--- src/rtl/board_redraw_scheduler_pkg.sv ---
// Shared types for the board redraw scheduler: block record layout, FSM states, board geometry.
package unblock_pkg;

  localparam int REC_W      = 20;
  localparam int X_LSB      = 0;
  localparam int X_W        = 8;
  localparam int Y_LSB      = 8;
  localparam int Y_W        = 7;
  localparam int ORIENT_BIT = 15;
  localparam int COL_LSB    = 16;
  localparam int COL_W      = 3;
  localparam int VALID_BIT  = 19;

  typedef struct packed {
    logic             valid;
    logic [COL_W-1:0] colour;
    logic             orient;
    logic [Y_W-1:0]   y;
    logic [X_W-1:0]   x;
  } block_rec_t;

  typedef enum logic [2:0] {
    S_IDLE,
    S_CLEAR,
    S_FETCH,
    S_LATCH,
    S_DRAW,
    S_NEXT,
    S_DONE
  } state_t;

  localparam int DEF_BOARD_X0   = 49;
  localparam int DEF_BOARD_Y0   = 49;
  localparam int DEF_BOARD_SIZE = 32;
  localparam int SCREEN_W       = 160;
  localparam int SCREEN_H       = 120;

  localparam int WALK_W = 8;

endpackage

--- src/rtl/board_redraw_scheduler_walker.sv ---
// Loadable 2-D pixel counter: inner index runs fastest, wraps into outer; last flags the final pixel.
module rect_pixel_walker
  import unblock_pkg::*;
(
  input  logic              clk,
  input  logic              reset,
  input  logic              load,
  input  logic              step,
  input  logic [WALK_W-1:0] inner_max,
  input  logic [WALK_W-1:0] outer_max,
  output logic [WALK_W-1:0] inner,
  output logic [WALK_W-1:0] outer,
  output logic              last
);

  logic [WALK_W-1:0] inner_lim;
  logic [WALK_W-1:0] outer_lim;

  always_ff @(posedge clk) begin
    if (reset) begin
      inner     <= '0;
      outer     <= '0;
      inner_lim <= '0;
      outer_lim <= '0;
    end else if (load) begin
      inner     <= '0;
      outer     <= '0;
      inner_lim <= inner_max;
      outer_lim <= outer_max;
    end else if (step) begin
      if (inner == inner_lim) begin
        inner <= '0;
        outer <= outer + 1'b1;
      end else begin
        inner <= inner + 1'b1;
      end
    end
  end

  assign last = (inner == inner_lim) && (outer == outer_lim);

endmodule

--- src/rtl/board_redraw_scheduler.sv ---
// Redraw sequencer and block-table RAM arbiter feeding the VGA pixel port.
// BOARD_CLEAR_EN: when defined, a board-clear raster precedes the block walk.
module board_redraw_scheduler
  import unblock_pkg::*;
#(
  parameter int NUM_BLOCKS = 16,
  parameter int LEN_PX     = 16,
  parameter int WID_PX     = 4,
  parameter int BOARD_X0   = DEF_BOARD_X0,
  parameter int BOARD_Y0   = DEF_BOARD_Y0,
  parameter int BOARD_SIZE = DEF_BOARD_SIZE
) (
  input  logic        clk,
  input  logic        reset,
  input  logic        start,
  output logic        busy,
  output logic        done,
  input  logic        upd_req,
  input  logic [4:0]  upd_addr,
  input  logic [19:0] upd_data,
  output logic        upd_ack,
  output logic [4:0]  mem_addr,
  output logic [19:0] mem_wdata,
  output logic        mem_wren,
  input  logic [19:0] mem_rdata,
  output logic [7:0]  x,
  output logic [6:0]  y,
  output logic [2:0]  colour,
  output logic        plot
);

  localparam logic [WALK_W-1:0] CLEAR_MAX = WALK_W'(BOARD_SIZE - 1);
  localparam logic [WALK_W-1:0] WID_MAX   = WALK_W'(WID_PX - 1);
  localparam logic [WALK_W-1:0] LEN_MAX   = WALK_W'(LEN_PX - 1);
  localparam logic [4:0]        LAST_IDX  = 5'(NUM_BLOCKS - 1);

  state_t      state, state_nxt;
  logic        pending, pending_nxt;
  logic [4:0]  index, index_nxt;
  block_rec_t  rec;
  logic [7:0]  bx;
  logic [6:0]  by;
  logic        borient;
  logic [2:0]  bcolour;

  logic              wk_load, wk_step, wk_last;
  logic [WALK_W-1:0] wk_inner, wk_outer, wk_inner_max, wk_outer_max;

  logic [7:0] pix_x;
  logic [6:0] pix_y;
  logic [2:0] pix_colour;
  logic       pix_draw, pix_on;

  assign rec     = mem_rdata;
  assign busy    = (state != S_IDLE);
  assign wk_step = (state == S_CLEAR) || (state == S_DRAW);

  // Only IDLE loads the clear raster; LATCH loads the block rectangle.
  assign wk_inner_max = (state == S_IDLE) ? CLEAR_MAX : WID_MAX;
  assign wk_outer_max = (state == S_IDLE) ? CLEAR_MAX : LEN_MAX;

  rect_pixel_walker u_walker (
    .clk       (clk),
    .reset     (reset),
    .load      (wk_load),
    .step      (wk_step),
    .inner_max (wk_inner_max),
    .outer_max (wk_outer_max),
    .inner     (wk_inner),
    .outer     (wk_outer),
    .last      (wk_last)
  );

  always_comb begin
    state_nxt   = state;
    pending_nxt = pending;
    index_nxt   = index;
    wk_load     = 1'b0;
    upd_ack     = 1'b0;
    mem_wren    = 1'b0;
    mem_addr    = index;
    mem_wdata   = '0;

    if (start && ((state != S_IDLE) || upd_req)) pending_nxt = 1'b1;

    case (state)
      S_IDLE: begin
        // Table writes win over a redraw; the redraw request is remembered.
        if (upd_req && !reset) begin
          upd_ack   = 1'b1;
          mem_wren  = 1'b1;
          mem_addr  = upd_addr;
          mem_wdata = upd_data;
        end else if (start || pending) begin
          pending_nxt = 1'b0;
          index_nxt   = '0;
`ifdef BOARD_CLEAR_EN
          state_nxt   = S_CLEAR;
          wk_load     = 1'b1;
`else
          state_nxt   = S_FETCH;
`endif
        end
      end
      S_CLEAR: if (wk_last) state_nxt = S_FETCH;
      S_FETCH: state_nxt = S_LATCH;
      S_LATCH: begin
        if (rec.valid) begin
          state_nxt = S_DRAW;
          wk_load   = 1'b1;
        end else begin
          state_nxt = S_NEXT;
        end
      end
      S_DRAW: if (wk_last) state_nxt = S_NEXT;
      S_NEXT: begin
        if (index == LAST_IDX) begin
          state_nxt = S_DONE;
        end else begin
          index_nxt = index + 5'd1;
          state_nxt = S_FETCH;
        end
      end
      S_DONE:  state_nxt = S_IDLE;
      default: state_nxt = S_IDLE;
    endcase
  end

  always_comb begin
    pix_x      = '0;
    pix_y      = '0;
    pix_colour = '0;
    pix_draw   = 1'b0;
    case (state)
      S_CLEAR: begin
        pix_x    = 8'(BOARD_X0) + wk_inner;
        pix_y    = 7'(8'(BOARD_Y0) + wk_outer);
        pix_draw = 1'b1;
      end
      S_DRAW: begin
        // Outer counter walks the long side, so its axis follows orientation.
        if (!borient) begin
          pix_x = bx + wk_outer;
          pix_y = 7'({1'b0, by} + wk_inner);
        end else begin
          pix_x = bx + wk_inner;
          pix_y = 7'({1'b0, by} + wk_outer);
        end
        pix_colour = bcolour;
        pix_draw   = 1'b1;
      end
      default: ;
    endcase
  end

  assign pix_on = pix_draw && (pix_x < 8'(SCREEN_W)) && (pix_y < 7'(SCREEN_H));

  always_ff @(posedge clk) begin
    if (reset) begin
      state   <= S_IDLE;
      pending <= 1'b0;
      index   <= '0;
      bx      <= '0;
      by      <= '0;
      borient <= 1'b0;
      bcolour <= '0;
      x       <= '0;
      y       <= '0;
      colour  <= '0;
      plot    <= 1'b0;
      done    <= 1'b0;
    end else begin
      state   <= state_nxt;
      pending <= pending_nxt;
      index   <= index_nxt;
      if (state == S_LATCH) begin
        bx      <= rec.x;
        by      <= rec.y;
        borient <= rec.orient;
        bcolour <= rec.colour;
      end
      x      <= pix_x;
      y      <= pix_y;
      colour <= pix_colour;
      plot   <= pix_on;
      done   <= (state == S_DONE);
    end
  end

endmodule

--- config.mk ---
export PLATFORM = sky130hd
export DESIGN_NAME = board_redraw_scheduler
export DESIGN_NICKNAME = d
export VERILOG_FILES = /design/src/rtl/board_redraw_scheduler_pkg.sv /design/src/rtl/board_redraw_scheduler_walker.sv /design/src/rtl/board_redraw_scheduler.sv
export SDC_FILE = /design/constraint.sdc
export NUM_CORES = 1
export LEC_CHECK = 0
export CORE_UTILIZATION = 43
export CTS_BUF_LIST = sky130_fd_sc_hd__clkbuf_4 sky130_fd_sc_hd__clkbuf_8 sky130_fd_sc_hd__clkbuf_16
export CTS_CLUSTER_SIZE = 10
export DETAILED_ROUTE_END_ITERATION = 12
export GPL_ROUTABILITY_DRIVEN = 0
export PLACE_DENSITY = 0.71
export SETUP_SLACK_MARGIN = 0.2
export SYNTH_ARGS = -nofsm -noshare
export SYNTH_HDL_FRONTEND = slang
export SYNTH_HIERARCHICAL = 1
export SYNTH_SLANG_ARGS = --single-unit
--- constraint.sdc ---
create_clock -name clk -period 2.8 [get_ports clk]
set_input_delay 0.84 -clock clk [delete_from_list [all_inputs] [get_ports clk]]
set_output_delay 0.84 -clock clk [all_outputs]
set_load 0.02 [all_outputs]
# Yosys cells after proc, flatten, opt, wreduce, memory -nomap -nowiden

Index checks and enable logic that the tools add are counted.
Widths: inputs -> output; s select.

Order comparisons: 2
Eq/ne operators: 14
Reduce and logical (&&, ||, !) cells: 18
Bitwise gates (word level): 1
Muxes and demuxes: 31
Add/sub/neg operators: 9

Operators with widths:

| cell                | number |
|---|---|
| $mux 20             | 2 |
| $mux 5              | 7 |
| $pmux 3 s6          | 1 |
| $add 8x1->8 const B | 2 |
| $add 8x8->8         | 2 |
| $eq 8x8->1          | 2 |
| $mux 8              | 2 |
| $pmux 8 s2          | 1 |
| $mux 3              | 5 |
| $add 7x7->7         | 2 |
| $pmux 7 s2          | 1 |
| $mux 1              | 10 |
| $pmux 5 s2          | 1 |
| $eq 3x3->1 const B  | 3 |
| $add 6x8->8 const A | 1 |
| $lt 8x8->1 const B  | 1 |
| $reduce_and 4->1    | 2 |
| $add 6x7->7 const A | 1 |
| $lt 7x7->1 const B  | 1 |
| $mux 7              | 1 |
| $eq 3x2->1 const B  | 2 |
| $ne 2x1->1 const B  | 3 |
| $reduce_or 2->1     | 3 |
| $add 5x1->5 const B | 1 |
| 11 further kinds    | 18 |

Word-level logic and storage cells: 91
Output and inout bits: 48
Register bits after elaboration: 80
Input port bits: 49

# Logic depth before layout (Yosys ltp)

Gate-level depths: netlist (run 1).

Depth in word-level cells: 7
Mapped depth: 12
Mapped depth without buffers: 10

# Modules after synthesis

The synthesis (run 1) kept the hierarchy.

By module, submodules not included:

| module                 | cells each | area each (um^2) | sequential area each (um^2) | instances |
|---|---|---|---|---|
| board_redraw_scheduler | 379        | 3019.1           | 960.9                       | 1 |
| rect_pixel_walker      | 158        | 1596.5           | 640.6                       | 1 |

# Worst setup path before layout (run 1)

OpenSTA, ideal clock, no wires.

Kind: input to output
From: input reset
To: output mem_addr[4]
Data arrival time: 2.016 ns
Cell stages on the path: 5
Required time: 1.960 ns
Slack: -0.056 ns
Cells stage by stage: clkbuf_1 > nand2b_1 > nor2_2 > buf_2 > o21ai_0

Cells in the longest elaborated chain, start to end: 4

Ends and longest elaborated chain:

| what              | line                         | text |
|---|---|---|
| from (decl)       | board_redraw_scheduler.sv:14 | `input logic reset,` |
| $logic_not 1->1   | board_redraw_scheduler.sv:89 | `if (upd_req && !reset) begin` |
| $logic_and 1x1->1 | board_redraw_scheduler.sv:89 |  |
| $mux 5            | board_redraw_scheduler.sv:89 |  |
| $mux 5            | board_redraw_scheduler.sv:86 | `case (state)` |
| to (decl)         | board_redraw_scheduler.sv:22 | `output logic [4:0] mem_addr,` |

No other way between the ends.

# Worst setup path after layout (run 1)

From: input reset
To: output mem_wdata[8]

Cells in the longest elaborated chain, start to end: 4

Ends and longest elaborated chain:

| what              | line                         | text |
|---|---|---|
| $logic_not 1->1   | board_redraw_scheduler.sv:89 |  |
| $logic_and 1x1->1 | board_redraw_scheduler.sv:89 |  |
| $mux 20           | board_redraw_scheduler.sv:89 |  |
| $mux 20           | board_redraw_scheduler.sv:86 |  |
| to (decl)         | board_redraw_scheduler.sv:23 | `output logic [19:0] mem_wdata,` |

No other way between the ends.

==> results of run 1 <==
critical path, cell delays in order:
cell and delay [ns]:
buf_6 0.10, nand2b_4 0.15, nor2_4 0.16, buf_12 0.13, buf_12 0.09, buf_16 0.10
buf_8 0.11, and2_2 0.15, buf_6 0.11
logic make-up (layout without fill, tap and decap cells):
| kind of cell | after synthesis | count (layout) |
|---|---|---|
| compound gates | 96 | 96 |
| xor+xnor | 42 | 42 |
| fa+ha+maj | 21 | 21 |
| buf+inv | 41 | 167 |
| flops | 80 | 80 |
| mux | 40 | 40 |
| other cells | 2 | 12 |
| simple gates | 215 | 215 |
per-stage QoR:
step	hold slack, ns	setup TNS [ns]	power [mW]	std cells
2_1_floorplan	0.432	0	2.11	547
3_3_place_gp	0.442	-13.39	2.55	785
3_5_place_dp	0.451	-14.74	2.58	785
4_1_cts	0.463	0	3.71	808
5_1_grt	0.486	-0.218	3.92	809
6_report	0.463	0	3.74	809
layout make-up:
type / count / area, um^2
Multi-Input combinational cell: 426 / 3030
Fill cell: 867 / 3880
Inverter: 16 / 60.1
Clock inverter: 6 / 108
Timing Repair Buffer: 135 / 1390
Clock buffer: 10 / 131
Sequential cell: 80 / 1610
Tap cell: 136 / 170
routing by layer:
layer / routed length, um / global-route usage [%] / vias up
met5: 0 / 0 / -
met4: 269 / 8.83 / 0
met1: 5240 / 25.2 / 2035
met2: 6400 / 42.4 / 141
met3: 670 / 4.70 / 23
li1: - / - / 2120
synthesized netlist by cell type, types with 2 or more instances:
cell / instances
dfxtp_1: 80
nor2_1: 71
nand2_1: 53
a21oi_1: 44
xnor2_1: 26
mux2i_1: 25
and2_1: 22
ha_1: 19
inv_1: 16
mux2_2: 15
clkbuf_1: 14
nand4_1: 10
xor2_1: 10
nor3_1: 9
o21ai_0: 9
nand3_1: 8
o31ai_1: 8
or3_1: 8
and3_1: 7
xnor2_2: 6
buf_2: 5
a211oi_1: 4
a22oi_1: 4
nor2b_1: 4
o311ai_1: 4
and4_1: 3
buf_6: 3
nand2b_1: 3
nand3b_1: 3
o21a_1: 3
o22ai_1: 3
or2_2: 3
a21o_1: 2
a31oi_1: 2
a32oi_1: 2
conb_1: 2
fa_1: 2
nand4_4: 2
repair_timing:
| action | 4_1_cts | 5_1_grt |
|---|---|---|
| pin swaps | 3 | 5 |
| setup endpoints to repair | 31 | 31 |
| hold endpoints to repair | 0 | 0 |
| gates resized for setup | 167 | 27 |
| setup buffers | 5 | 1 |
| hold buffers | 0 | 0 |
| gates cloned | 2 | 0 |
final timing paths:
kind               from            to  slack [ns]
max               reset  mem_wdata[8]        0.02
min          bcolour[2]    bcolour[2]        0.46
max reg2reg     borient          plot        0.29
min reg2reg  bcolour[2]    bcolour[2]        0.46
registers in the layout, summed over array words and instances, names as in the netlist, 7 cells and up:
name                cells
u_walker/outer_lim      8
y                       7
u_walker/outer          8
u_walker/inner          8
bx                      8
by                      7
u_walker/inner_lim      8
x                       8
power breakdown:
part           leakage [nW]  internal, mW  switching (mW)
combinational          1.80         0.659           0.779
sequential            0.647          1.22          0.0495
clock                 0.120         0.599           0.426
total                  2.56          2.48            1.25
==> impl_metrics.ini, run 1 <==
[outcome]
status = finished clean

[critical_path]
setup.worst_path.start_class = primary input
worstPathRequired_ns = 1.96
cp_data_arrival_time_ns = 1.94
worst-path-max-fanout = 10
rr_worst_depth = 9
criticalPathCategory = primary input to output port
crit_path_end_kind = output port

[die]
num_rows = 37
die_w_um = 106
die_area_um2 = 11200
die_h_um = 106
io_pins = 97
start_util_pct = 44.5
core_um2 = 10400

[detailed_routing]
drc_errors = 0
vias_per_cell = 5.34
drt_iter0_drc = 229
ant_nets = 0
wirelength_mm = 12.6
first_pass_iters = 4
num_vias = 4319
wl_per_cell_um = 15.5

[yosys]
ys_seq_elements = 80
synth_warnings = 6
synth_top_area_share_pct = 34.7
synth.cell_area_um2 = 4620
yosys.area_share.simple_pct = 23.3
syn_inst = 537
ys_types = 61
seq_area_frac_synth_pct = 34.7
synthTopCellsByArea = dfxtp_1 35%, nor2_1 5.8%, mux2i_1 5.4%, ha_1 5.2%, xnor2_1 4.9%
muxShareOfSynthArea_pct = 9.08
synth_compound_area_share_pct = 13.6
synth_xor_area_share_pct = 8.95
synth_flop_cell = dfxtp_1
avgSynthCellArea_um2 = 8.60
synth-adder-area-share_pct = 6.02
synth_top_family_by_area = simple AND/OR/NAND/NOR gates
synth_edf_count = 0
async_flop_share_pct = 0
synth_area_leader_cell = dfxtp_1

[clocking]
h-tree-depth = 3
cts.path.max_buffers = 2
clk_pin_slew_ns = 0.08
cts_tree = built
clock_latency_ns = 0.36
cts_num_sinks = 80
numCtsBuffers = 9
clockRootBuffer = clkbuf_8

[finish]
antenna_cells = 0
synthToLayoutAreaGrowth_pct = 40.7
drive_above_1_share_pct = 22.7
finalInstanceArea_um2 = 6490
layout_commonest_cell = dfxtp_1
mostFrequentLayoutCells = 79 x dfxtp_1, 70 x nor2_1, 66 x clkdlybuf4s50_1
finalNetCount = 738
utilization_pct = 62.6

[flow_run]
maxCapViolations = 0

[timing]
max-slew-margin-rel_pct = 56.3
maxSlewViolCount = 0
period_share_pct = 99.2
rsz0062_at_grt = yes
post-route-min-period_ns = 2.78
max_freq_mhz = 360
hold_violations = 0
setup_ws_ns = 0.0235
tightest_slew_ns = 0.655
finalSetupViolCount = 0
worst_clock_skew_ns = 0.00782

[grt]
grtUsageTotal_pct = 22.8
gr-total-overflow = 0
grt_pass1_wl_mm = 20.3
grt_start_max_net_pins = 69
grt_pass1_vias = 4339
antenna_found_initial = 0

[min_path]
hold_path.class = flip-flop to flip-flop
whs_path_depth = 2

[place]
placed_area_um2 = 5920
io_buffers = 96
pre_cts_ws_ns = -0.636
hpwl_mm = 8.86

[power_and_ir_drop]
powerDensity_nw_per_um2 = 575
peakVddDrop_v = 0.000314
power_leakage_nw = 2.56
No activity file was read; power rests on OpenSTA's default activity.
==> run 2: changes to the inputs <==
ABC_AREA = 0   (was default)
PLACE_DENSITY = 0.74   (was 0.71)
SYNTH_HIERARCHICAL = default   (was 1)
==> run 2 against run 1 <==
Compared with the run above:
- sequential share of layout area decreased by 1.4 points
- final cell count decreased by 15%
- routed wire length decreased by 13%
- critical endpoint is now mem_addr[1]
- die area decreased by 19%
- setup slack improved by 0.0044 ns
- clock skew increased by 0.0019 ns
- critical path depth decreased by 3
- worst hold slack got worse by 0.0072 ns
- core utilization increased by 5.8 points
==> impl_metrics.ini, run 2 <==
[outcome]
status = finished clean

[timing]
max_freq_mhz = 361
period_share_pct = 99.0
hold_slack_ns = 0.456
hold_violations = 0
setup_ws_ns = 0.0279
finalSetupViolCount = 0
tightest_slew_ns = 0.572
rsz0062_at_grt = yes
worst_clock_skew_ns = 0.00972
maxSlewViolCount = 0
setup-tns-final_ns = 0
post-route-min-period_ns = 2.77
max-slew-margin-rel_pct = 61.7

[yosys]
synthTopCellsByArea = dfxtp_1 35%, nand2_1 5.8%, ha_1 5.7%, mux2_2 5.4%, nor2_1 4.9%
ys_seq_elements = 66
synth_edf_count = 0
yosysMostFrequentCell = dfxtp_1
synth_area_leader_cell = dfxtp_1
seq_area_frac_synth_pct = 35.4
syn_inst = 446
synth_flop_cell = dfxtp_1
synth_top_area_share_pct = 35.4
synth.cell_area_um2 = 3730
avgSynthCellArea_um2 = 8.36
netlist_top_cells_count = 66 x dfxtp_1, 58 x nand2_1, 49 x nor2_1
syn_nets = 514
ys_types = 56
synth_warnings = 0
async_flop_share_pct = 0

[detailed_routing]
drt_iter0_drc = 218
wirelength_mm = 10.9
num_vias = 3635
drc_errors = 0
vias_per_cell = 5.31
ant_nets = 0
first_pass_iters = 5
wl_per_cell_um = 16.0

[min_path]
whs_path_depth = 2
min-delay-start = bcolour[0]
hold_path.class = flip-flop to flip-flop
holdPathEnd = bcolour[0]

[grt]
grtUsageTotal_pct = 23.8
grt_start_max_net_pins = 37
gr-total-overflow = 0
grt_pass1_wl_mm = 16.2
antenna_found_initial = 0
grt_pass1_vias = 3377

[power_and_ir_drop]
switching_share_pct = 35.3
power_mw = 3.35
peakVddDrop_v = 0.000334
p_sw_mw = 1.18
power_leakage_nw = 2.31
p_seq_share_pct = 33.0
intPower_mw = 2.17
clkPwrFrac_pct = 22.3
combPwrFrac_pct = 44.7
powerDensity_nw_per_um2 = 591

[critical_path]
cp_data_arrival_time_ns = 1.93
worst_r2r_endpoint = plot
setup.worst_path.start_class = flip-flop
rr_worst_depth = 8
criticalPathCategory = flip-flop to output port
crit_path_end_kind = output port
worst-path-max-fanout = 5
r2r_start = borient
worstPathRequired_ns = 1.96
r2r_slack_ns = 0.13

[finish]
mostFrequentLayoutCells = 66 x clkdlybuf4s50_1, 64 x dfxtp_1, 58 x nand2_1
area.sequential_um2 = 1330
antenna_cells = 0
utilization_pct = 68.4
multi_input_area_um2 = 2480
finalNetCount = 643
drive_above_1_share_pct = 29.1
layout_commonest_cell = clkdlybuf4s50_1
synthToLayoutAreaGrowth_pct = 52.3
n_fill_cell = 623

[flow_run]
maxCapViolations = 0

[die]
num_rows = 33
die_h_um = 95.1
start_util_pct = 44.9
core_um2 = 8300
die_area_um2 = 9040
io_pins = 97
die_w_um = 95.1

[clocking]
clk_pin_slew_ns = 0.08
numCtsBuffers = 9
cts_num_sinks = 66
cts_hold_buf = 0
cts_tree = built
h-tree-depth = 3
clockRootBuffer = clkbuf_8
cts.path.max_buffers = 2
clock_latency_ns = 0.35

[place]
io_buffers = 96
hpwl_mm = 7.50
pre_cts_ws_ns = -0.747
## run 2: worst max-delay path by stage
stage,end,slack (ns),startpoint
floorplan,plot,0.21,borient
global placement,mem_addr[3],-0.69,upd_req
detailed placement,mem_addr[0],-0.75,upd_req
CTS,mem_addr[4],0.04,upd_req
global route,mem_addr[1],-0.001,state[0]
finish,mem_addr[1],0.03,state[0]
## run 2: metrics by stage
stage          instances  instance area [um^2]
2_1_floorplan        446                  3870
3_3_place_gp         642                  4980
3_5_place_dp         642                  4980
4_1_cts              671                  5330
5_1_grt              685                  5680
6_report             685                  5680
## run 2: power groups by stage
| stage | Sequential [mW] | Combinational (mW) | Clock, mW |
|---|---|---|---|
| after floorplan | 1.14 | 0.736 | 0 |
| after global placement | 1.11 | 1.21 | 0 |
| after detailed placement | 1.11 | 1.23 | 0 |
| after CTS | 1.10 | 1.34 | 0.755 |
| after global routing | 1.12 | 1.61 | 0.802 |
| final | 1.11 | 1.50 | 0.748 |
## run 2: final cells by class
cell class              instances  share of cell area (%)
clock buffers                  12                    2.80
clock inverters                 4                   0.463
inverters                       6                   0.397
multi-input cells             344                    43.8
flip-flops and latches         66                    23.4
well taps                     105                    2.31
repair buffers                148                    26.9
## run 2: worst max-delay path, stage by stage, from the launching register on
cell,delay [ns]
dfxtp_2,0.32
or3_4,0.40
nor2b_4,0.19
buf_6,0.13
buf_12,0.11
mux2_4,0.30
buf_6,0.13
## run 2: cell families (layout without fill, tap and decap cells)
| family | count (synthesis) | in the layout | synth area share, % |
|---|---|---|---|
| compound gates | 79 | 79 | 13.4 |
| buf+inv | 36 | 170 | 4.70 |
| flops | 66 | 66 | 35.4 |
| fa+ha+maj | 19 | 19 | 6.78 |
| xor+xnor | 34 | 34 | 7.99 |
| mux | 22 | 22 | 6.51 |
| simple gates | 190 | 190 | 25.2 |
## run 2: what timing repair did
action | CTS | global route
pin swaps | 10 | 34
resized for setup | 153 | 61
setup buffers | 11 | 13
endpoints found under the setup margin | 29 | 29
cloned | 2 | 1
## run 2: per-layer routing
metal	vias up	part of all wire, %	track usage [%]
met3	25	8.4	4.94
met4	0	2.9	12.5
met1	1682	38	26.2
met2	139	51	42.7
met5	-	0	0
li1	1789	-	-
